--- config.mk ---
export PLATFORM = sky130hd
export DESIGN_NAME = matram_writeback_controller
export DESIGN_NICKNAME = d
export VERILOG_FILES = /design/src/rtl/matram_pkg.sv /design/src/rtl/matram_wb_addr_gen.sv /design/src/rtl/matram_writeback_controller.sv
export SDC_FILE = /design/constraint.sdc
export NUM_CORES = 1
export LEC_CHECK = 0
export ABC_AREA = 1
export CORE_UTILIZATION = 64
export DETAILED_ROUTE_END_ITERATION = 10
export DONT_BUFFER_PORTS = 1
export PLACE_DENSITY = 0.79
export SLEW_MARGIN = 20
export SYNTH_ARGS = -nofsm -noshare
export SYNTH_HDL_FRONTEND = slang
export SYNTH_SLANG_ARGS = --single-unit
export TNS_END_PERCENT = 10
--- constraint.sdc ---
create_clock -name clk -period 2.45 [get_ports clk]
set_clock_uncertainty 0.2 [all_clocks]
set_input_delay 0.245 -clock clk [delete_from_list [all_inputs] [get_ports clk]]
set_output_delay 0.245 -clock clk [all_outputs]
set_load 0.02 [all_outputs]
--- src/rtl/matram_pkg.sv ---
// Shared MatRAM constants, word types and writeback FSM state encoding.
package matram_pkg;

    localparam int unsigned ADDR_W = 10;
    localparam int unsigned DATA_W = 16;
    localparam int unsigned DIM_W  = 6;

    typedef logic [ADDR_W-1:0] addr_t;
    typedef logic [DATA_W-1:0] data_t;
    typedef logic [DIM_W-1:0]  dim_t;

    typedef enum logic [1:0] {
        IDLE  = 2'd0,
        WRITE = 2'd1,
        DONE  = 2'd2
    } wb_state_t;

    // A tile with no rows or no columns produces no writes.
    function automatic logic tile_empty(input dim_t rows, input dim_t cols);
        return (rows == '0) || (cols == '0);
    endfunction

endpackage

--- src/rtl/matram_wb_addr_gen.sv ---
// Row/column walker for a strided tile: current write address, last-element
// flag and sticky address-wrap detection.
module matram_wb_addr_gen
    import matram_pkg::*;
(
    input  logic              clk,
    input  logic              reset,
    input  logic              load_i,
    input  logic              adv_i,
    input  logic [ADDR_W-1:0] base_i,
    input  logic [ADDR_W-1:0] stride_i,
    input  logic [DIM_W-1:0]  rows_i,
    input  logic [DIM_W-1:0]  cols_i,
    output logic [ADDR_W-1:0] cur_addr_o,
    output logic              last_o,
    output logic              wrap_err_o
);

    dim_t  rows_q, rows_d, cols_q, cols_d;
    dim_t  row_q, row_d, col_q, col_d;
    addr_t stride_q, stride_d;
    addr_t cur_q, cur_d, rs_q, rs_d;
    logic  wrap_q, wrap_d;

    logic [ADDR_W:0] inc_sum;
    logic [ADDR_W:0] row_sum;
    logic            last_col;
    logic            last_row;

    // Carry-extended sums expose wrap past the top of MatRAM.
    assign inc_sum  = {1'b0, cur_q} + (ADDR_W+1)'(1);
    assign row_sum  = {1'b0, rs_q} + {1'b0, stride_q};
    assign last_col = (col_q == cols_q - DIM_W'(1));
    assign last_row = (row_q == rows_q - DIM_W'(1));

    assign cur_addr_o = cur_q;
    assign last_o     = last_col && last_row;
    assign wrap_err_o = wrap_q;

    // Next-state: load tile geometry on start, step one element per transfer.
    always_comb begin
        rows_d   = rows_q;
        cols_d   = cols_q;
        stride_d = stride_q;
        row_d    = row_q;
        col_d    = col_q;
        cur_d    = cur_q;
        rs_d     = rs_q;
        wrap_d   = wrap_q;
        if (load_i) begin
            rows_d   = rows_i;
            cols_d   = cols_i;
            stride_d = stride_i;
            row_d    = '0;
            col_d    = '0;
            cur_d    = base_i;
            rs_d     = base_i;
            wrap_d   = 1'b0;
        end else if (adv_i) begin
            if (!last_col) begin
                col_d  = col_q + DIM_W'(1);
                cur_d  = inc_sum[ADDR_W-1:0];
                wrap_d = wrap_q | inc_sum[ADDR_W];
            end else begin
                col_d  = '0;
                row_d  = row_q + DIM_W'(1);
                rs_d   = row_sum[ADDR_W-1:0];
                cur_d  = row_sum[ADDR_W-1:0];
                wrap_d = wrap_q | row_sum[ADDR_W];
            end
        end
    end

    // Walker state registers.
    always_ff @(posedge clk or negedge reset) begin
        if (!reset) begin
            rows_q   <= '0;
            cols_q   <= '0;
            stride_q <= '0;
            row_q    <= '0;
            col_q    <= '0;
            cur_q    <= '0;
            rs_q     <= '0;
            wrap_q   <= 1'b0;
        end else begin
            rows_q   <= rows_d;
            cols_q   <= cols_d;
            stride_q <= stride_d;
            row_q    <= row_d;
            col_q    <= col_d;
            cur_q    <= cur_d;
            rs_q     <= rs_d;
            wrap_q   <= wrap_d;
        end
    end

endmodule

--- src/rtl/matram_writeback_controller.sv ---
// Streams MAU results into MatRAM as a strided ROWS x COLS tile through a
// registered write port.
module matram_writeback_controller
    import matram_pkg::*;
(
    input  logic              clk,
    input  logic              reset,
    input  logic              set_address,
    input  logic [ADDR_W-1:0] address_in,
    input  logic [ADDR_W-1:0] row_stride,
    input  logic [DIM_W-1:0]  dim_rows,
    input  logic [DIM_W-1:0]  dim_cols,
    input  logic              wb_start,
    input  logic              res_valid,
    input  logic [DATA_W-1:0] res_data,
    output logic              res_ready,
    output logic              mem_we,
    output logic [ADDR_W-1:0] mem_addr,
    output logic [DATA_W-1:0] mem_wdata,
    output logic              busy,
    output logic              wb_done,
    output logic              wrap_err
);

    wb_state_t state_q, state_d;
    addr_t     base_q, base_d;
    logic      mem_we_q, mem_we_d;
    addr_t     mem_addr_q, mem_addr_d;
    data_t     mem_wdata_q, mem_wdata_d;

    logic      start_acc;
    logic      xfer;
    logic      last_elem;
    addr_t     load_base;
    addr_t     cur_addr;

    // A same-cycle set_address overrides the stored base for this tile.
    assign start_acc = (state_q == IDLE) && wb_start;
    assign xfer      = (state_q == WRITE) && res_valid;
    assign load_base = set_address ? address_in : base_q;

    assign res_ready = (state_q == WRITE);
    assign busy      = (state_q != IDLE);
    assign wb_done   = (state_q == DONE);
    assign mem_we    = mem_we_q;
    assign mem_addr  = mem_addr_q;
    assign mem_wdata = mem_wdata_q;

    matram_wb_addr_gen u_addr_gen (
        .clk        (clk),
        .reset      (reset),
        .load_i     (start_acc),
        .adv_i      (xfer),
        .base_i     (load_base),
        .stride_i   (row_stride),
        .rows_i     (dim_rows),
        .cols_i     (dim_cols),
        .cur_addr_o (cur_addr),
        .last_o     (last_elem),
        .wrap_err_o (wrap_err)
    );

    // Next-state and write-port capture.
    always_comb begin
        state_d     = state_q;
        base_d      = base_q;
        mem_we_d    = 1'b0;
        mem_addr_d  = mem_addr_q;
        mem_wdata_d = mem_wdata_q;
        unique case (state_q)
            IDLE: begin
                if (set_address) begin
                    base_d = address_in;
                end
                if (wb_start) begin
                    state_d = tile_empty(dim_rows, dim_cols) ? DONE : WRITE;
                end
            end
            WRITE: begin
                if (xfer) begin
                    mem_we_d    = 1'b1;
                    mem_addr_d  = cur_addr;
                    mem_wdata_d = res_data;
                    if (last_elem) begin
                        state_d = DONE;
                    end
                end
            end
            DONE: begin
                state_d = IDLE;
            end
            default: begin
                state_d = IDLE;
            end
        endcase
    end

    // State, base and write-port registers.
    always_ff @(posedge clk or negedge reset) begin
        if (!reset) begin
            state_q     <= IDLE;
            base_q      <= '0;
            mem_we_q    <= 1'b0;
            mem_addr_q  <= '0;
            mem_wdata_q <= '0;
        end else begin
            state_q     <= state_d;
            base_q      <= base_d;
            mem_we_q    <= mem_we_d;
            mem_addr_q  <= mem_addr_d;
            mem_wdata_q <= mem_wdata_d;
        end
    end

endmodule

Yosys cells after proc, flatten, opt, wreduce, memory -nomap -nowiden

Index checks and enable logic that the tools add are counted.

Add/subtract/negate cells: 6
Eq/ne operators: 7
Muxes and demuxes: 23
Bitwise operators: 2
Reductions and logical operators: 13

Operators with widths:

| cell                  | number |
|---|---|
| $mux 10               | 7 |
| $mux 6                | 6 |
| $add 6x1->6 const B   | 2 |
| $eq 6x6->1            | 2 |
| $logic_not 6->1       | 2 |
| $sub 6x1->6 const B   | 2 |
| $add 10x1->11 const B | 1 |
| $add 10x10->11        | 1 |
| $mux 2                | 4 |
| $reduce_bool 2->1     | 3 |
| $mux 1                | 5 |
| $ne 2x1->1 const B    | 2 |
| $pmux 2 s2            | 1 |
| $reduce_and 2->1      | 2 |
| $logic_and 1x1->1     | 3 |
| $reduce_and 3->1      | 1 |
| $eq 2x1->1 const B    | 1 |
| $eq 2x2->1 const B    | 1 |
| $logic_not 2->1       | 1 |
| $ne 2x2->1 const B    | 1 |
| $or 1x1->1            | 2 |
| $logic_or 1x1->1      | 1 |

Register bits after elaboration: 94
Input port bits: 53
Output and inout port bits: 31

Depth between registers and ports, before layout

Gate-level depths: netlist of the first run.

Word-level depth: 6
Gate-level depth with buffers: 15
Depth with buffers taken out: 14

Modules after synthesis

Synthesis of the first run repeated with hierarchy kept, for this count alone.

Cell total of the unflattened synthesis: 664
Area total of the unflattened synthesis: 5062.4 um^2

Modules (own cells, without submodules):

| module                      | times used | cells each | area each (um^2) |
|---|---|---|---|
| matram_wb_addr_gen          | 1          | 462        | 3403.3 |
| matram_writeback_controller | 1          | 202        | 1659.1 |

Worst setup path after synthesis of the first run

No wires, ideal clock.

Path type: flip-flop to flip-flop
Start point: register u_addr_gen.rs_q[2]
End point: register u_addr_gen.cur_q[7] (netlist: u_addr_gen.cur_addr_o[7])
Data arrival time: 1.621 ns
Setup slack: 0.505 ns
Cell stages (with the launch flop): 9
Buffers on the path: 0
Period minus slack after synthesis: 1.945 ns
Cell sequence: dfrtp_1 > ha_1 > a21oi_1 > o21ai_0 > nand2_1 > nand2_1 > or2_2 > a21oi_1 > o21bai_1

Cells in the longest elaborated chain, start to end: 4

Ends and longest elaborated chain:

| item                   | RTL line                 | text |
|---|---|---|
| from (decl)            | matram_wb_addr_gen.sv:22 | `addr_t cur_q, cur_d, rs_q, rs_d;` |
| from (signal assigned) | matram_wb_addr_gen.sv:92 | `rs_q <= rs_d;` |
| $add 10x10->11         | matram_wb_addr_gen.sv:32 | `assign row_sum = {1'b0, rs_q} + {1'b0, stride_q};` |
| $mux 10                | matram_wb_addr_gen.sv:60 | `if (!last_col) begin` |
| $mux 10                | matram_wb_addr_gen.sv:59 | `end else if (adv_i) begin` |
| $mux 10                | matram_wb_addr_gen.sv:50 | `if (load_i) begin` |
| to (signal assigned)   | matram_wb_addr_gen.sv:91 | `cur_q <= cur_d;` |
| to (decl)              | matram_wb_addr_gen.sv:22 |  |

No other way between the ends. The select of a mux whose other input is x is not followed.
A chain may end at the register's enable or synchronous reset.

Worst setup path in the final report of the first run

Start point: register u_addr_gen.stride_q[0]
End point: register u_addr_gen.rs_q[8]

Cells in the longest elaborated chain, start to end: 4

Ends and longest elaborated chain:

| item                   | RTL line                 | text |
|---|---|---|
| from (decl)            | matram_wb_addr_gen.sv:21 | `addr_t stride_q, stride_d;` |
| from (signal assigned) | matram_wb_addr_gen.sv:88 | `stride_q <= stride_d;` |
| $add 10x10->11         | matram_wb_addr_gen.sv:32 |  |
| $mux 10                | matram_wb_addr_gen.sv:60 |  |
| $mux 10                | matram_wb_addr_gen.sv:59 |  |
| $mux 10                | matram_wb_addr_gen.sv:50 |  |

No other way between the ends. The select of a mux whose other input is x is not followed.

==> results of run 1 <==
-- per-layer routing --
metal / vias to the layer above / track usage, % / routed length [um]
met5: - / 0 / 0
met2: 162 / 55.8 / 6110
li1: 2287 / - / -
met3: 26 / 5.97 / 710
met1: 2178 / 39.3 / 5210
met4: 0 / 10.7 / 258
-- flip-flops by register name, indices dropped and copies added, names as in the netlist --
name                   count
u_addr_gen.row_q           6
state_q                    2
u_addr_gen.cols_q          6
u_addr_gen.col_q           6
mem_addr                  10
u_addr_gen.cur_addr_o     10
mem_we                     1
u_addr_gen.rs_q           10
u_addr_gen.rows_q          6
u_addr_gen.wrap_err_o      1
base_q                    10
mem_wdata                 16
u_addr_gen.stride_q       10
-- logic make-up (layout without fill, tap and decap cells) --
logic type | Yosys count | in the layout
AO/OA/AOI/OAI | 104 | 104
XOR/XNOR | 18 | 18
adder cells (fa/ha/maj) | 16 | 16
buffers and inverters | 99 | 152
flip-flops | 94 | 94
AND/OR/NAND/NOR | 366 | 366
-- critical path: stages (launching register included) --
cell      delay (ns)
dfrtp_1         0.38
ha_1            0.20
inv_1           0.08
fa_1            0.43
o21bai_1        0.29
nand3_1         0.16
nand2_1         0.09
nand2_1         0.07
nand3_1         0.07
nand2_1         0.06
nand2_1         0.06
nand2_1         0.05
-- final timing paths --
path	from	end	slack, ns	cells after the start
setup / recovery	u_addr_gen.stride_q[0]	u_addr_gen.rs_q[8]	0.22	11
hold / removal	reset	u_addr_gen.cols_q[2]	-0.63	0
setup reg to reg	u_addr_gen.stride_q[0]	u_addr_gen.rs_q[8]	0.22	11
hold reg to reg	u_addr_gen.stride_q[6]	u_addr_gen.stride_q[6]	0.29	2
max in group asynchronous	reset	u_addr_gen.cur_addr_o[7]	2.52	0
min in group clk	dim_rows[4]	state_q[0]	0.03	4
-- synthesized netlist by cell type (3+ instances only) --
cell type,count,area share [%]
a21boi_0,3,0.44
a21oi_1,12,1.2
buf_2,5,0.48
buf_6,3,0.65
clkbuf_1,14,1.0
dfrtp_1,94,45
ha_1,15,3.6
inv_1,70,5.1
inv_2,5,0.36
nand2_1,269,20
nand2_2,4,0.48
nand3_1,41,4.0
nand3b_1,4,0.58
nand4_1,3,0.36
nor2_1,36,2.6
o21ai_0,68,6.6
o21ai_1,5,0.48
o21bai_1,8,1.2
or2_2,3,0.36
xnor2_1,5,0.85
xor2_1,13,2.2
-- where the power goes --
group	switching [uW]	total [uW]	internal, uW	leakage [uW]
combinational	2140	3390	1250	0.00177
sequential	739	2960	2220	0.00119
clock	542	1040	503	0.000104
total	3420	7390	3970	0.00307
-- final cells by class --
class,count,area (um^2)
flip-flops and latches,94,2350
well taps,102,128
clock inverters,5,57.6
repair buffers,61,583
inverters,75,282
multi-input cells,504,2410
fillers,579,1810
clock buffers,11,141
-- metrics by stage --
stage,util [%],instances
detailed placement,67.7,786
CTS,76.7,852
finish,76.7,852
global route,76.7,852
global placement,67.7,786
floorplan,-,697
==> results.ini, run 1 <==
[global_route]
antenna_found_initial=0
grt_pass1_wl_um=21000
grt_pass1_vias=4780
grt_overflow=0
grt_max_degree=95
track_usage_pct=31.8

[synth]
synth_compound_area_share_pct=10.9
synth_edf_count=0
async_flop_share_pct=100
yosysUniqueCellTypes=32
synth_mux_area_share_pct=0
syn_inst=697
syn_nets=766
ys_seq_area_share_pct=45.5
ys_ff_latch=94
synth_area_per_cell_um2=7.42
synth_top_family_by_area=simple AND/OR/NAND/NOR gates
ys.flop_type=dfrtp_1
yosys.area_share.simple_pct=28.6
synth_warnings=0
yosys.area_share.adder_pct=4.02
yosys.area_share.xor_xnor_pct=3.05
synthesis.area_um2=5170

[floorplanning]
core.rowCount=32
io_pins=84
dieArea_um2=8450
core_area_um2=7770
initial_utilization_pct=66.6
fp.dieH_um=91.9
die_w_um=91.9

[power]
powerDensity_nw_per_um2=1240
ir_drop_mv=0.664
leakage_uw=0.00307
total_power_uw=7390

[worst_setup_path]
critPathCaptureType=flip-flop
worstPathArrival_ns=2.28
worstPathRequired_ns=2.50
startpoint_type=flip-flop
crit_fanout=3
critical_path_class=flip-flop to flip-flop

[sta]
setup_tns_ns=0
finalSetupViolations=0
max-slew-margin-rel_pct=62.0
worst_slew_pin_slew_ns=0.568
fmax_ghz=0.449
fin_crit_ns=2.23
period_share_pct=90.9
rsz0062_at_grt=no
hold_viol=94
setup_ws_ns=0.222
slew_viol_final=0
whs_ns=-0.632

[detailed_routing]
vias=4653
drc=0
routed_via_density=5.46
first_pass_iters=5
drt_wl_total_um=12300
drt_iter0_markers=295
ant_nets=0
routedWlPerCell_um=14.4

[run_status]
failed_checks=hold timing
outcome=complete, but fails checks

[clock_tree]
cts_setup_buffers=0
clk_latency_ns=0.36
cts_buffer_depth=2
cts_tree=yes
cts_buffers=9
cts_hold_buf=50
clock-root-buffer=clkbuf_8
numClockSinks=94
ctsResizeCount=0
clk_pin_slew_ns=0.09
cts-htree-levels=3

[placement]
place_congestion=0.928
dp_hpwl_um=8330
pre_cts_slack_ns=0.285
placed_area_um2=5260
io_buffers=0

[min_path]
hp-class=primary input to asynchronous set/reset pin

[cells_and_area]
antenna_cells=0
areaGrowthSynthToFinish_pct=15.1
final_common_cell=nand2_1
final_area_um2=5960
layout_common_cells=nand2_1 (269), dfrtp_1 (94), inv_1 (70), o21ai_0 (68), dlygate4sd3_1 (50)
drive_above_1_share_pct=5.60
nNetsFinal=814

[job]
drv_cap=0

(Power assumes the default switching activity.)
==> inputs of run 2 (changes only) <==
--- a/config.mk
+++ b/config.mk
@@ -6,10 +6,12 @@
 export NUM_CORES = 1
 export LEC_CHECK = 0
 export ABC_AREA = 1
-export CORE_UTILIZATION = 64
+export CELL_PAD_IN_SITES_DETAIL_PLACEMENT = 0
+export CELL_PAD_IN_SITES_GLOBAL_PLACEMENT = 1
+export CORE_UTILIZATION = 46
 export DETAILED_ROUTE_END_ITERATION = 10
 export DONT_BUFFER_PORTS = 1
-export PLACE_DENSITY = 0.79
+export PLACE_DENSITY = 0.78
 export SLEW_MARGIN = 20
 export SYNTH_ARGS = -nofsm -noshare
 export SYNTH_HDL_FRONTEND = slang
==> results.ini, run 2 (synthesis gave the netlist of run 1 again) <==
[floorplanning]
die_w_um=108  ; was 91.9 um
core_area_um2=10900  ; was 7770 um^2
fp.dieH_um=108  ; was 91.9 um
dieArea_um2=11700  ; was 8450 um^2
core.rowCount=38  ; was 32
initial_utilization_pct=47.5  ; was 66.6%
io_pins=84  ; unchanged

[detailed_routing]
vias=4477  ; was 4653
ant_nets=0  ; unchanged
routedWlPerCell_um=13.8  ; was 14.4 um
drt_wl_total_um=12300  ; about the same
drc=0  ; unchanged
first_pass_iters=4  ; was 5
routed_via_density=5.03  ; was 5.46
drt_iter0_markers=246  ; was 295

[cells_and_area]
nFillCells=1052  ; was 579
largest_reg_flops=16  ; unchanged
drive_above_1_share_pct=5.87  ; was 5.60%
antenna_cells=0  ; unchanged
final_common_cell=nand2_1  ; unchanged
nNetsFinal=814  ; unchanged
areaGrowthSynthToFinish_pct=16.7  ; was 15.1%
layout_common_cells=nand2_1 (269), dfrtp_1 (94), inv_1 (70), o21ai_0 (68), dlygate4sd3_1 (50)  ; unchanged

[worst_setup_path]
worstPathRequired_ns=2.50  ; about the same
critPathCaptureType=flip-flop  ; unchanged
rr_startpoint=u_addr_gen.rs_q[2]  ; was u_addr_gen.stride_q[0]
critical_path_class=flip-flop to flip-flop  ; unchanged
crit_fanout=5  ; was 3
startpoint=u_addr_gen.rs_q[2]  ; was u_addr_gen.stride_q[0]
startpoint_type=flip-flop  ; unchanged
worstPathArrival_ns=2.24  ; was 2.28 ns

[global_route]
use_met3_pct=4.04  ; was 5.97%
grt_max_degree=95  ; unchanged
grt_pass1_vias=4446  ; was 4780
grt_pass1_wl_um=20600  ; was 21000 um
gr-usage-met1_pct=28.0  ; was 39.3%
track_usage_pct=22.9  ; was 31.8%
grt.busiest_layer=met2  ; unchanged
grt_overflow=0  ; unchanged
antenna_found_initial=0  ; unchanged
grtUsageMet2_pct=40.1  ; was 55.8%

[run_status]
outcome=complete, but fails checks  ; unchanged
failed_checks=hold timing  ; unchanged

[sta]
fin_crit_ns=2.19  ; was 2.23 ns
whs_ns=-0.638  ; was -0.632 ns
slew_viol_final=0  ; unchanged
max-slew-margin-rel_pct=60.4  ; was 62.0%
finalSetupViolations=0  ; unchanged
rsz0062_at_grt=no  ; unchanged
setup_ws_ns=0.262  ; was 0.222 ns
period_share_pct=89.3  ; was 90.9%
fmax_ghz=0.457  ; was 0.449 GHz
setup_tns_ns=0  ; unchanged
hold_viol=94  ; unchanged
worst_slew_pin_slew_ns=0.592  ; was 0.568 ns

[clock_tree]
clk_latency_ns=0.37  ; was 0.36 ns
cts_buffers=9  ; unchanged
cts_hold_buf=50  ; unchanged
clk_pin_slew_ns=0.09  ; about the same
cts_tree=yes  ; unchanged
clock-root-buffer=clkbuf_8  ; unchanged
cts-htree-levels=3  ; unchanged
numClockSinks=94  ; unchanged
cts_buffer_depth=2  ; unchanged

[min_path]
hp-class=primary input to asynchronous set/reset pin  ; unchanged

[placement]
io_buffers=0  ; unchanged
dp_hpwl_um=8720  ; was 8330 um
pre_cts_slack_ns=0.221  ; was 0.285 ns
place_congestion=0.871  ; was 0.928

[power]
total_power_uw=7470  ; was 7390 uW
ir_drop_mv=0.540  ; was 0.664 mV
powerDensity_nw_per_um2=1240  ; about the same
leakage_uw=0.00308  ; was 0.00307 uW

[job]
drv_cap=0  ; unchanged

==> run 2: final timing paths <==
path / cells after the start / end / slack [ns]
max: 8 / u_addr_gen.cur_addr_o[7] / 0.26
min: 0 / u_addr_gen.cols_q[3] / -0.64
max reg2reg: 8 / u_addr_gen.cur_addr_o[7] / 0.26
min reg2reg: 2 / u_addr_gen.stride_q[9] / 0.29
max in group asynchronous: 0 / base_q[5] / 2.47
min in group clk: 4 / state_q[0] / 0.01
==> run 2: layer usage <==
layer	vias to the layer above	wire (um)
met5	-	0
met1	2086	5610
li1	2282	-
met2	92	6000
met4	0	207
met3	17	457
==> run 2: what timing repair did <==
action                     4_1_cts  5_1_grt
buffers inserted                 0        1
resized for setup                0        3
setup endpoints to repair        0        3
hold endpoints to repair       143       94
==> run 2: cell type report <==
cell class              instances  area (um^2)  share of cell area, %
repair buffers                 61          587                   9.72
multi-input cells             504         2420                   40.1
inverters                      75          282                   4.67
clock inverters                 2         37.5                  0.622
clock buffers                  14          183                   3.03
flip-flops and latches         94         2350                   39.0
well taps                     140          175                   2.90
==> run 2: through the flow <==
stage | util, % | area (um^2) | cells
6_report | 55.4 | 6030 | 890
5_1_grt | 55.4 | 6030 | 890
4_1_cts | 55.3 | 6020 | 889
3_5_place_dp | 48.6 | 5300 | 823
3_3_place_gp | 48.6 | 5300 | 823
2_1_floorplan | - | 5170 | 697
==> run 2: where the power goes <==
group / internal, uW / total [uW] / switching, uW
sequential: 2220 / 2960 / 738
clock: 585 / 1130 / 544
combinational: 1260 / 3380 / 2120
==> run 2: worst max-delay path, cell delays in order, from the launching register on <==
cell and delay (ns):
dfrtp_1 0.40, ha_1 0.37, a21oi_1 0.23, o21ai_0 0.19
nand2_1 0.10, nand2_1 0.07, or2_2 0.28, a21oi_1 0.14
o21bai_1 0.09
==> inputs of run 3 (changes only) <==
--- a/config.mk
+++ b/config.mk
@@ -6,8 +6,10 @@
 export NUM_CORES = 1
 export LEC_CHECK = 0
 export ABC_AREA = 1
+export ABC_CLOCK_PERIOD_IN_PS = 2450
 export CELL_PAD_IN_SITES_DETAIL_PLACEMENT = 0
 export CELL_PAD_IN_SITES_GLOBAL_PLACEMENT = 1
+export CORE_ASPECT_RATIO = 1.75
 export CORE_UTILIZATION = 46
 export DETAILED_ROUTE_END_ITERATION = 10
 export DONT_BUFFER_PORTS = 1
==> results.ini, run 3 (synthesis gave the netlist of run 1 again) <==
[run_status]
outcome=complete, but fails checks  ; unchanged
failed_checks=hold timing  ; unchanged

[job]
drv_cap=0  ; unchanged

[detailed_routing]
drt_iter0_markers=174  ; was 246
drc=0  ; unchanged
drt-met1-wl_um=5140  ; was 5610 um
dr_wl_met3_um=317  ; was 457 um
wl_met2_um=7130  ; was 6000 um
routed_via_density=5.08  ; was 5.03
vias=4454  ; was 4477
routedWlPerCell_um=14.7  ; was 13.8 um
drt_wl_total_um=12900  ; was 12300 um
ant_nets=0  ; unchanged
first_pass_iters=6  ; was 4
highest_layer=met4  ; unchanged

[sta]
slew_viol_final=0  ; unchanged
hold_viol=95  ; was 94
max-slew-margin-rel_pct=66.8  ; was 60.4%
period_share_pct=90.9  ; was 89.3%
fmax_ghz=0.449  ; was 0.457 GHz
finalSetupViolations=0  ; unchanged
whs_ns=-0.623  ; was -0.638 ns
rsz0062_at_grt=no  ; unchanged
setup_tns_ns=0  ; unchanged
fin_crit_ns=2.23  ; was 2.19 ns
worst_slew_pin_slew_ns=0.496  ; was 0.592 ns

[cells_and_area]
antenna_cells=0  ; unchanged
final_common_cell=nand2_1  ; unchanged
areaGrowthSynthToFinish_pct=17.0  ; was 16.7%
largest_reg_flops=16  ; unchanged
nNetsFinal=810  ; was 814
layout_common_cells=nand2_1 (269), dfrtp_1 (94), inv_1 (70), o21ai_0 (68), dlygate4sd3_1 (48)  ; was nand2_1 (269), dfrtp_1 (94), inv_1 (70), o21ai_0 (68), dlygate4sd3_1 (50)
regArea_um2=2350  ; unchanged
final_area_um2=6050  ; was 6030 um^2
nFillCells=1082  ; was 1052
drive_above_1_share_pct=5.50  ; was 5.87%
multi_input_area_um2=2410  ; was 2420 um^2

[floorplanning]
core.rowCount=50  ; was 38
die_w_um=82.2  ; was 108 um
io_pins=84  ; unchanged
initial_utilization_pct=47.8  ; was 47.5%
fp.dieH_um=142  ; was 108 um
dieArea_um2=11700  ; about the same
core_area_um2=10800  ; was 10900 um^2

[placement]
io_buffers=0  ; unchanged
place_congestion=0.806  ; was 0.871
placed_area_um2=5280  ; was 5300 um^2
dp_hpwl_um=9310  ; was 8720 um

[worst_setup_path]
crit_chain=ha_1 > inv_1 > fa_1 > o21bai_1 > nand3_1 > nand2_1 > nand2_1 > a21oi_1 > o21bai_1  ; was ha_1 > a21oi_1 > o21ai_0 > nand2_1 > nand2_1 > or2_2 > a21oi_1 > o21bai_1
slowest_delay_ns=0.42  ; was 0.40 ns
startpoint_type=flip-flop  ; unchanged
worstPathArrival_ns=2.26  ; was 2.24 ns
worstPathRequired_ns=2.49  ; was 2.50 ns
critPathCaptureType=flip-flop  ; unchanged
critical_path_class=flip-flop to flip-flop  ; unchanged
path_buf_inv=1  ; was 0
crit_fanout=3  ; was 5
cp_top_family=adder cells  ; was compound AO/OA/AOI/OAI gates
slowest_stage=fa_1  ; was dfrtp_1
rrSetupSlack_ns=0.22  ; was 0.26 ns

[power]
seqPwrFrac_pct=38.5  ; was 39.6%
p_clk_share_pct=17.9  ; was 15.1%
p_switching_uw=3540  ; was 3400 uW
powerDensity_nw_per_um2=1280  ; was 1240 nW/um^2
p_int_uw=4180  ; was 4070 uW
p_comb_share_pct=43.6  ; was 45.3%
leakage_uw=0.00309  ; was 0.00308 uW
p_sw_share_pct=45.9  ; was 45.6%
ir_drop_mv=0.653  ; was 0.540 mV

[clock_tree]
clk_latency_ns=0.35  ; was 0.37 ns
cts_buffers=9  ; unchanged
numClockSinks=94  ; unchanged
cts_tree=yes  ; unchanged
clk_pin_slew_ns=0.07  ; was 0.09 ns
cts-htree-levels=3  ; unchanged
cts_buffer_depth=2  ; unchanged
clock-root-buffer=clkbuf_16  ; was clkbuf_8
cts_hold_buf=48  ; was 50

[global_route]
grt_pass1_wl_um=20800  ; was 20600 um
grt_pass1_vias=4457  ; was 4446
grt_overflow=0  ; unchanged
track_usage_pct=24.0  ; was 22.9%
grt_max_degree=95  ; unchanged
antenna_found_initial=0  ; unchanged

[min_path]
hp-class=primary input to asynchronous set/reset pin  ; unchanged

run 3: changes by cell type in the layout (fill, tap and decap cells not counted), sizes merged:
cell and change:
clkinv +4, buf -2, inv +3, bufinv -1, clkbuf -5, dlygate4sd3 -2, clkinvlp -1
run 3: what timing repair did:
item / CTS / global route
buffers inserted: 0 / 0
endpoints found under the hold margin: 143 / 94
gates resized for setup: 0 / 1
setup endpoints to repair: 0 / 2
run 3: area by class of cell:
class | count | area share, %
Clock buffer | 9 | 3.72
Tap cell | 130 | 2.69
Clock inverter | 7 | 1.12
Inverter | 75 | 4.65
Sequential cell | 94 | 38.9
Multi-Input combinational cell | 504 | 39.9
Timing Repair Buffer | 57 | 9.12
run 3: power by group through the flow:
stage	combinational (uW)	sequential, uW	clock [uW]
final	3370	2970	1380
after global routing	3920	3040	1470
after CTS	3410	2970	1410
after detailed placement	3320	3000	0
after global placement	3280	2980	0
after floorplan	2630	2840	0
run 3: worst register-to-register path, stage by stage, from the launching register on:
cell      delay, ns
dfrtp_1        0.37
ha_1           0.18
inv_1          0.07
fa_1           0.42
o21bai_1       0.27
nand3_1        0.15
nand2_1        0.08
nand2_1        0.07
a21oi_1        0.21
o21bai_1       0.10
run 3: path summary, 6_finish.rpt:
path	cells after the start	from	to
max	9	u_addr_gen.rs_q[0]	u_addr_gen.cur_addr_o[8]
min	0	reset	u_addr_gen.cols_q[2]
min in group clk	4	set_address	base_q[4]
min reg2reg	2	u_addr_gen.stride_q[9]	u_addr_gen.stride_q[9]
max in group asynchronous	0	reset	u_addr_gen.stride_q[9]
max reg2reg	9	u_addr_gen.rs_q[0]	u_addr_gen.cur_addr_o[8]
run 3: layer usage:
layer  up-vias  global-route usage, %
met5         -                      0
met4         0                   9.42
met3        19                   3.33
met2        71                   44.6
met1      2084                   26.4
li1       2280                      -
run 3: per-stage QoR:
step / instances / util [%] / worst slack, ns / power [uW]
2_1_floorplan: 697 / - / 0.505 / 5460
3_3_place_gp: 812 / 48.8 / 0.202 / 6260
3_5_place_dp: 812 / 48.8 / 0.192 / 6320
4_1_cts: 876 / 55.9 / 0.182 / 7800
5_1_grt: 876 / 55.9 / 0.0364 / 8430
6_report: 876 / 55.9 / 0.223 / 7720
